`config.mk`:
```
export PLATFORM = sky130hd
export DESIGN_NAME = rhd_spi_slave
export DESIGN_NICKNAME = d
export VERILOG_FILES = /design/src/rtl/rhd_spi_slave.sv
export SDC_FILE = /design/constraint.sdc
export NUM_CORES = 1
export LEC_CHECK = 0
export ABC_AREA = 1
export CAP_MARGIN = 20
export CORE_UTILIZATION = 50
export CTS_CLUSTER_DIAMETER = 80
export CTS_CLUSTER_SIZE = 25
export DETAILED_ROUTE_END_ITERATION = 8
export PLACE_DENSITY = 0.87
export REMOVE_ABC_BUFFERS = 1
export SLEW_MARGIN = 20
export SYNTH_ARGS = -nofsm -noshare
export SYNTH_HDL_FRONTEND = slang
export SYNTH_SLANG_ARGS = --single-unit
```
`constraint.sdc`:
```
create_clock -name i_clk -period 1.6 [get_ports i_clk]
set_input_delay 0.16 -clock i_clk [delete_from_list [all_inputs] [get_ports i_clk]]
set_output_delay 0.16 -clock i_clk [all_outputs]
set_load 0.1 [all_outputs]
```
`src/rtl/rhd_spi_slave.sv`:
```
// SPI responder standing in for the RHD2164: receives 16-bit MSB-first commands on MOSI
// and returns channel A on SCLK rising edges and channel B on falling edges of one MISO line.
module rhd_spi_slave #(
    parameter int SYNC_STAGES = 2
) (
    input  logic        i_clk,
    input  logic        i_rst,
    input  logic        i_cs_n,
    input  logic        i_sclk,
    input  logic        i_mosi,
    output logic        o_miso,
    input  logic [15:0] i_tx_a,
    input  logic [15:0] i_tx_b,
    output logic [15:0] o_rx,
    output logic        o_rx_valid,
    output logic        o_frame_err,
    output logic        o_busy
);

    typedef enum logic [1:0] {
        IDLE,
        WAIT_CS_HIGH,
        SHIFT
    } state_t;

    localparam logic [7:0] FLUSH_LAST = 8'(SYNC_STAGES);

    logic [SYNC_STAGES-1:0] cs_sync;
    logic [SYNC_STAGES-1:0] sclk_sync;
    logic [SYNC_STAGES-1:0] mosi_sync;
    logic                   cs_d;
    logic                   sclk_d;
    logic                   cs_s;
    logic                   sclk_s;
    logic                   mosi_s;
    logic                   cs_fall;
    logic                   cs_rise;
    logic                   sclk_rise;
    logic                   sclk_fall;

    state_t      state;
    logic [7:0]  flush_cnt;
    logic [15:0] sh_a;
    logic [15:0] sh_b;
    logic [15:0] rx_sh;
    logic [4:0]  rise_cnt;
    logic [4:0]  fall_cnt;
    logic        err;

    // NOTE: every register here, including the data shift registers, gets a reset value;
    // sequential state is only ever written with non-blocking assignments.
    always_ff @(posedge i_clk or negedge i_rst) begin
        if (!i_rst) begin
            cs_sync   <= '1;
            sclk_sync <= '0;
            mosi_sync <= '0;
            cs_d      <= 1'b1;
            sclk_d    <= 1'b0;
        end else begin
            cs_sync   <= {cs_sync[SYNC_STAGES-2:0], i_cs_n};
            sclk_sync <= {sclk_sync[SYNC_STAGES-2:0], i_sclk};
            mosi_sync <= {mosi_sync[SYNC_STAGES-2:0], i_mosi};
            cs_d      <= cs_sync[SYNC_STAGES-1];
            sclk_d    <= sclk_sync[SYNC_STAGES-1];
        end
    end

    assign cs_s      = cs_sync[SYNC_STAGES-1];
    assign sclk_s    = sclk_sync[SYNC_STAGES-1];
    assign mosi_s    = mosi_sync[SYNC_STAGES-1];
    assign cs_fall   = cs_d & ~cs_s;
    assign cs_rise   = ~cs_d & cs_s;
    assign sclk_rise = ~sclk_d & sclk_s;
    assign sclk_fall = sclk_d & ~sclk_s;

    always_ff @(posedge i_clk or negedge i_rst) begin
        if (!i_rst) begin
            state       <= WAIT_CS_HIGH;
            flush_cnt   <= '0;
            sh_a        <= '0;
            sh_b        <= '0;
            rx_sh       <= '0;
            rise_cnt    <= '0;
            fall_cnt    <= '0;
            err         <= 1'b0;
            o_miso      <= 1'b0;
            o_rx        <= '0;
            o_rx_valid  <= 1'b0;
            o_frame_err <= 1'b0;
            o_busy      <= 1'b0;
        end else begin
            o_rx_valid  <= 1'b0;
            o_frame_err <= 1'b0;
            case (state)
                // The sync chain resets to "deselected"; only trust cs_n once it holds real samples,
                // so a frame already running at reset release is never joined.
                WAIT_CS_HIGH: begin
                    if (flush_cnt != FLUSH_LAST)
                        flush_cnt <= flush_cnt + 8'd1;
                    else if (cs_s)
                        state <= IDLE;
                end
                IDLE: begin
                    if (cs_fall) begin
                        sh_a     <= i_tx_a;
                        sh_b     <= i_tx_b;
                        rise_cnt <= '0;
                        fall_cnt <= '0;
                        err      <= sclk_s;
                        o_miso   <= i_tx_a[15];
                        o_busy   <= 1'b1;
                        state    <= SHIFT;
                    end
                end
                SHIFT: begin
                    if (cs_rise) begin
                        o_busy <= 1'b0;
                        o_miso <= 1'b0;
                        state  <= IDLE;
                        if (rise_cnt == 5'd16 && fall_cnt == 5'd16 && !err) begin
                            o_rx       <= rx_sh;
                            o_rx_valid <= 1'b1;
                        end else begin
                            o_frame_err <= 1'b1;
                        end
                    end else if (sclk_rise) begin
                        // Bit index 15-cnt is the bitwise complement of the low four count bits.
                        if (!rise_cnt[4]) begin
                            rx_sh  <= {rx_sh[14:0], mosi_s};
                            o_miso <= sh_a[~rise_cnt[3:0]];
                        end else begin
                            err <= 1'b1;
                        end
                        if (rise_cnt != 5'd31)
                            rise_cnt <= rise_cnt + 5'd1;
                    end else if (sclk_fall) begin
                        if (!fall_cnt[4])
                            o_miso <= sh_b[~fall_cnt[3:0]];
                        else
                            err <= 1'b1;
                        if (fall_cnt != 5'd31)
                            fall_cnt <= fall_cnt + 5'd1;
                    end
                end
                default: state <= WAIT_CS_HIGH;
            endcase
        end
    end

endmodule

```
==> flow_metrics.py <==
metrics = {
    "status": {
        "outcome": "finished, violations left",
        "violations": "setup timing",
    },
    "place": {
        "gp_congestion": 0.818,
        "hpwl_mm": 6.47,
        "postPlaceCellArea_um2": 5410,
        "portBuffers": 56,
    },
    "detailed_routing": {
        "drcViolationCount": 0,
        "wl_per_cell_um": 15.8,
        "drt_first_pass_iters": 6,
        "ant_nets": 0,
        "num_vias": 3700,
        "drt-initial-drc-count": 194,
        "via_per_inst": 5.33,
        "wl_mm": 11.0,
    },
    "timing": {
        "setup_viol": 26,
        "rsz0062_at_grt": "yes",
        "timing_hold_violations_final": 0,
        "slew_headroom_pct": 79.8,
        "slew_viol_final": 0,
        "max_freq_mhz": 583,
        "fin_worst_skew_ns": 0.0147,
        "finalWorstSetupSlack_ns": -0.114,
        "worstMarginPinSlew_ns": 0.300,
        "holdWs_ns": 0.136,
        "period_needed_ns": 1.71,
        "post-route-period-util_pct": 107,
    },
    "run": {
        "max_cap_violations": 0,
    },
    "cts": {
        "cts_sinks": 97,
        "clk_pin_slew_ns": 0.11,
        "cts_tree": "done",
        "clockRootBuffer": "clkbuf_8",
        "htree_levels": 3,
        "worstSkewPairLatency_ns": 0.38,
        "cts_buffers": 9,
        "cts_buffer_depth": 2,
    },
    "logic_synthesis": {
        "syn-cell-area_um2": 4400,
        "synthCells": 488,
        "ys_seq_area_share_pct": 55.3,
        "ys_warn_count": 0,
        "ys_types": 34,
        "ys_ff_latch": 97,
        "synth_area_per_cell_um2": 9.02,
    },
    "die": {
        "core_um2": 8380,
        "die_w_um": 95.8,
        "start_util_pct": 52.5,
        "die_h_um": 95.8,
        "rows": 33,
        "die_area_um2": 9180,
        "ios": 57,
    },
    "final_layout": {
        "layout_common_cells": "134 x nand2_1, 93 x dfrtp_1, 44 x inv_1",
        "final_common_cell": "nand2_1",
        "fill_cells": 525,
        "diodes": 0,
        "final_layout_size_suffix_gt1_share_pct": 29.9,
        "syn_to_final_growth_pct": 39.2,
        "final_area_um2": 6130,
        "nets": 632,
    },
    "global_route": {
        "grt_overflow": 0,
        "grt_pass1_vias": 3641,
        "grt_max_degree": 57,
        "grt_pass1_wl_mm": 16.9,
        "grt_usage_pct": 24.1,
        "antenna_found_initial": 0,
    },
    "hold_path": {
        "hold_class": "input pin to async pin",
    },
    "pwr": {
        "leakagePower_uw": 0.00287,
        "max-vdd-ir-drop_v": 0.000608,
        "p_total_uw": 6970,
        "power_density_nw_per_um2": 1140,
    },
    "setup_path": {
        "setup.worst_path.class": "register to register",
        "start_kind": "register",
        "crit_arrival_ns": 1.99,
        "critPathMaxFanout": 8,
        "cp-end-kind": "register",
        "worstPathRequired_ns": 1.88,
    },
}
## sequential cells by signal, indices dropped and copies added, names as in the netlist
name / flops
err: 1
o_frame_err: 1
flush_cnt: 8
o_miso: 1
mosi_sync: 2
sclk_d: 1
rx_sh: 16
o_rx: 16
o_busy: 1
fall_cnt: 5
cs_d: 1
sh_b: 16
rise_cnt: 5
sh_a: 16
sclk_sync: 2
state: 2
cs_sync: 2
o_rx_valid: 1
## metal layers
metal | vias to the layer above | GRT usage [%] | share of wire [%]
li1 | 1735 | - | -
met1 | 1802 | 28.0 | 39
met2 | 124 | 42.8 | 52
met3 | 39 | 6.79 | 5.8
met4 | 0 | 8.33 | 2.5
met5 | - | 0 | 0
## final timing paths
kind | from | endpoint | slack [ns] | cells past startpoint
min in group i_clk | i_cs_n | cs_sync[0]$_DFF_PN1_ | 0.18 | 1
max in group asynchronous | i_rst | state[0]$_DFFE_PN1P_ | 0.91 | 3
max reg2reg | fall_cnt[0]$_DFFE_PN0P_ | o_rx[3]$_DFFE_PN0P_ | -0.11 | 9
min | i_rst | o_rx[7]$_DFFE_PN0P_ | 0.14 | 2
max | fall_cnt[0]$_DFFE_PN0P_ | o_rx[3]$_DFFE_PN0P_ | -0.11 | 9
min reg2reg | sclk_sync[0]$_DFF_PN0_ | sclk_sync[1]$_DFF_PN0_ | 0.36 | 0
## through the flow
step,util (%),std cells,setup TNS (ns),setup WS [ns]
after floorplan,-,473,-5.10,-0.328
after global placement,64.6,654,-0.0562,-0.0385
after detailed placement,64.6,654,-1.97,-0.177
after CTS,70.0,685,-1.15,-0.0793
after global routing,73.1,694,-3.49,-0.175
final,73.1,694,-1.96,-0.114
## power breakdown
group          switching, uW  internal, uW  leakage, uW
registers                264          2840      0.00126
logic                   1360           937      0.00152
clock network            966           614    0.0000970
## logic make-up (layout without fill, tap and decap cells)
family | after synthesis | in the layout | synth area share (%)
simple gates | 229 | 229 | 23.3
flops | 97 | 97 | 55.3
buf+inv | 74 | 175 | 7.36
compound gates | 70 | 70 | 9.61
fa+ha+maj | 11 | 11 | 3.13
xor+xnor | 7 | 7 | 1.39
## final cells by class
| cell class | count | area [um2] | share of cell area (%) |
|---|---|---|---|
| Sequential cell | 97 | 2430 | 39.7 |
| Multi-Input combinational cell | 317 | 1920 | 31.4 |
| Timing Repair Buffer | 100 | 1210 | 19.7 |
| Inverter | 59 | 236 | 3.86 |
| Tap cell | 105 | 131 | 2.14 |
| Clock buffer | 9 | 124 | 2.02 |
| Clock inverter | 7 | 72.6 | 1.18 |
## cells in the mapped netlist (all sizes together)
master / number / area [um2]
dfrtp: 93 / 2330
ha: 11 / 138
o211ai: 2 / 15.0
nor2: 27 / 138
xor2: 3 / 26.3
nor3b: 2 / 25.0
o221ai: 1 / 8.76
nand2: 158 / 621
clkinv: 1 / 3.75
buf: 15 / 103
nor4: 1 / 21.3
dfstp: 4 / 105
o21ai: 59 / 352
nand4: 3 / 18.8
a31oi: 1 / 6.26
o31ai: 1 / 7.51
inv: 58 / 218
a21boi: 1 / 7.51
o22ai: 1 / 6.26
nand3: 33 / 175
xnor2: 4 / 35.0
nor3: 5 / 25.0
a21oi: 4 / 20.0
## worst max-delay path: stages, from the launching register on
cell and delay [ns]:
dfrtp_1 0.43, buf_6 0.14, clkinv_4 0.05, ha_4 0.12, nand4_1 0.15, nor4_4 0.26
nand2_4 0.17, buf_16 0.20, nand2_4 0.06, o21ai_2 0.05
## what timing repair did
item,4_1_cts,5_1_grt
gates resized for setup,36,50
setup buffers,12,10
cloned,2,0
hold endpoints to repair,93,0
setup endpoints to repair,27,33
hold buffers,1,0
pin swaps,8,16
Note: power is estimated with default switching activity, not from simulation.
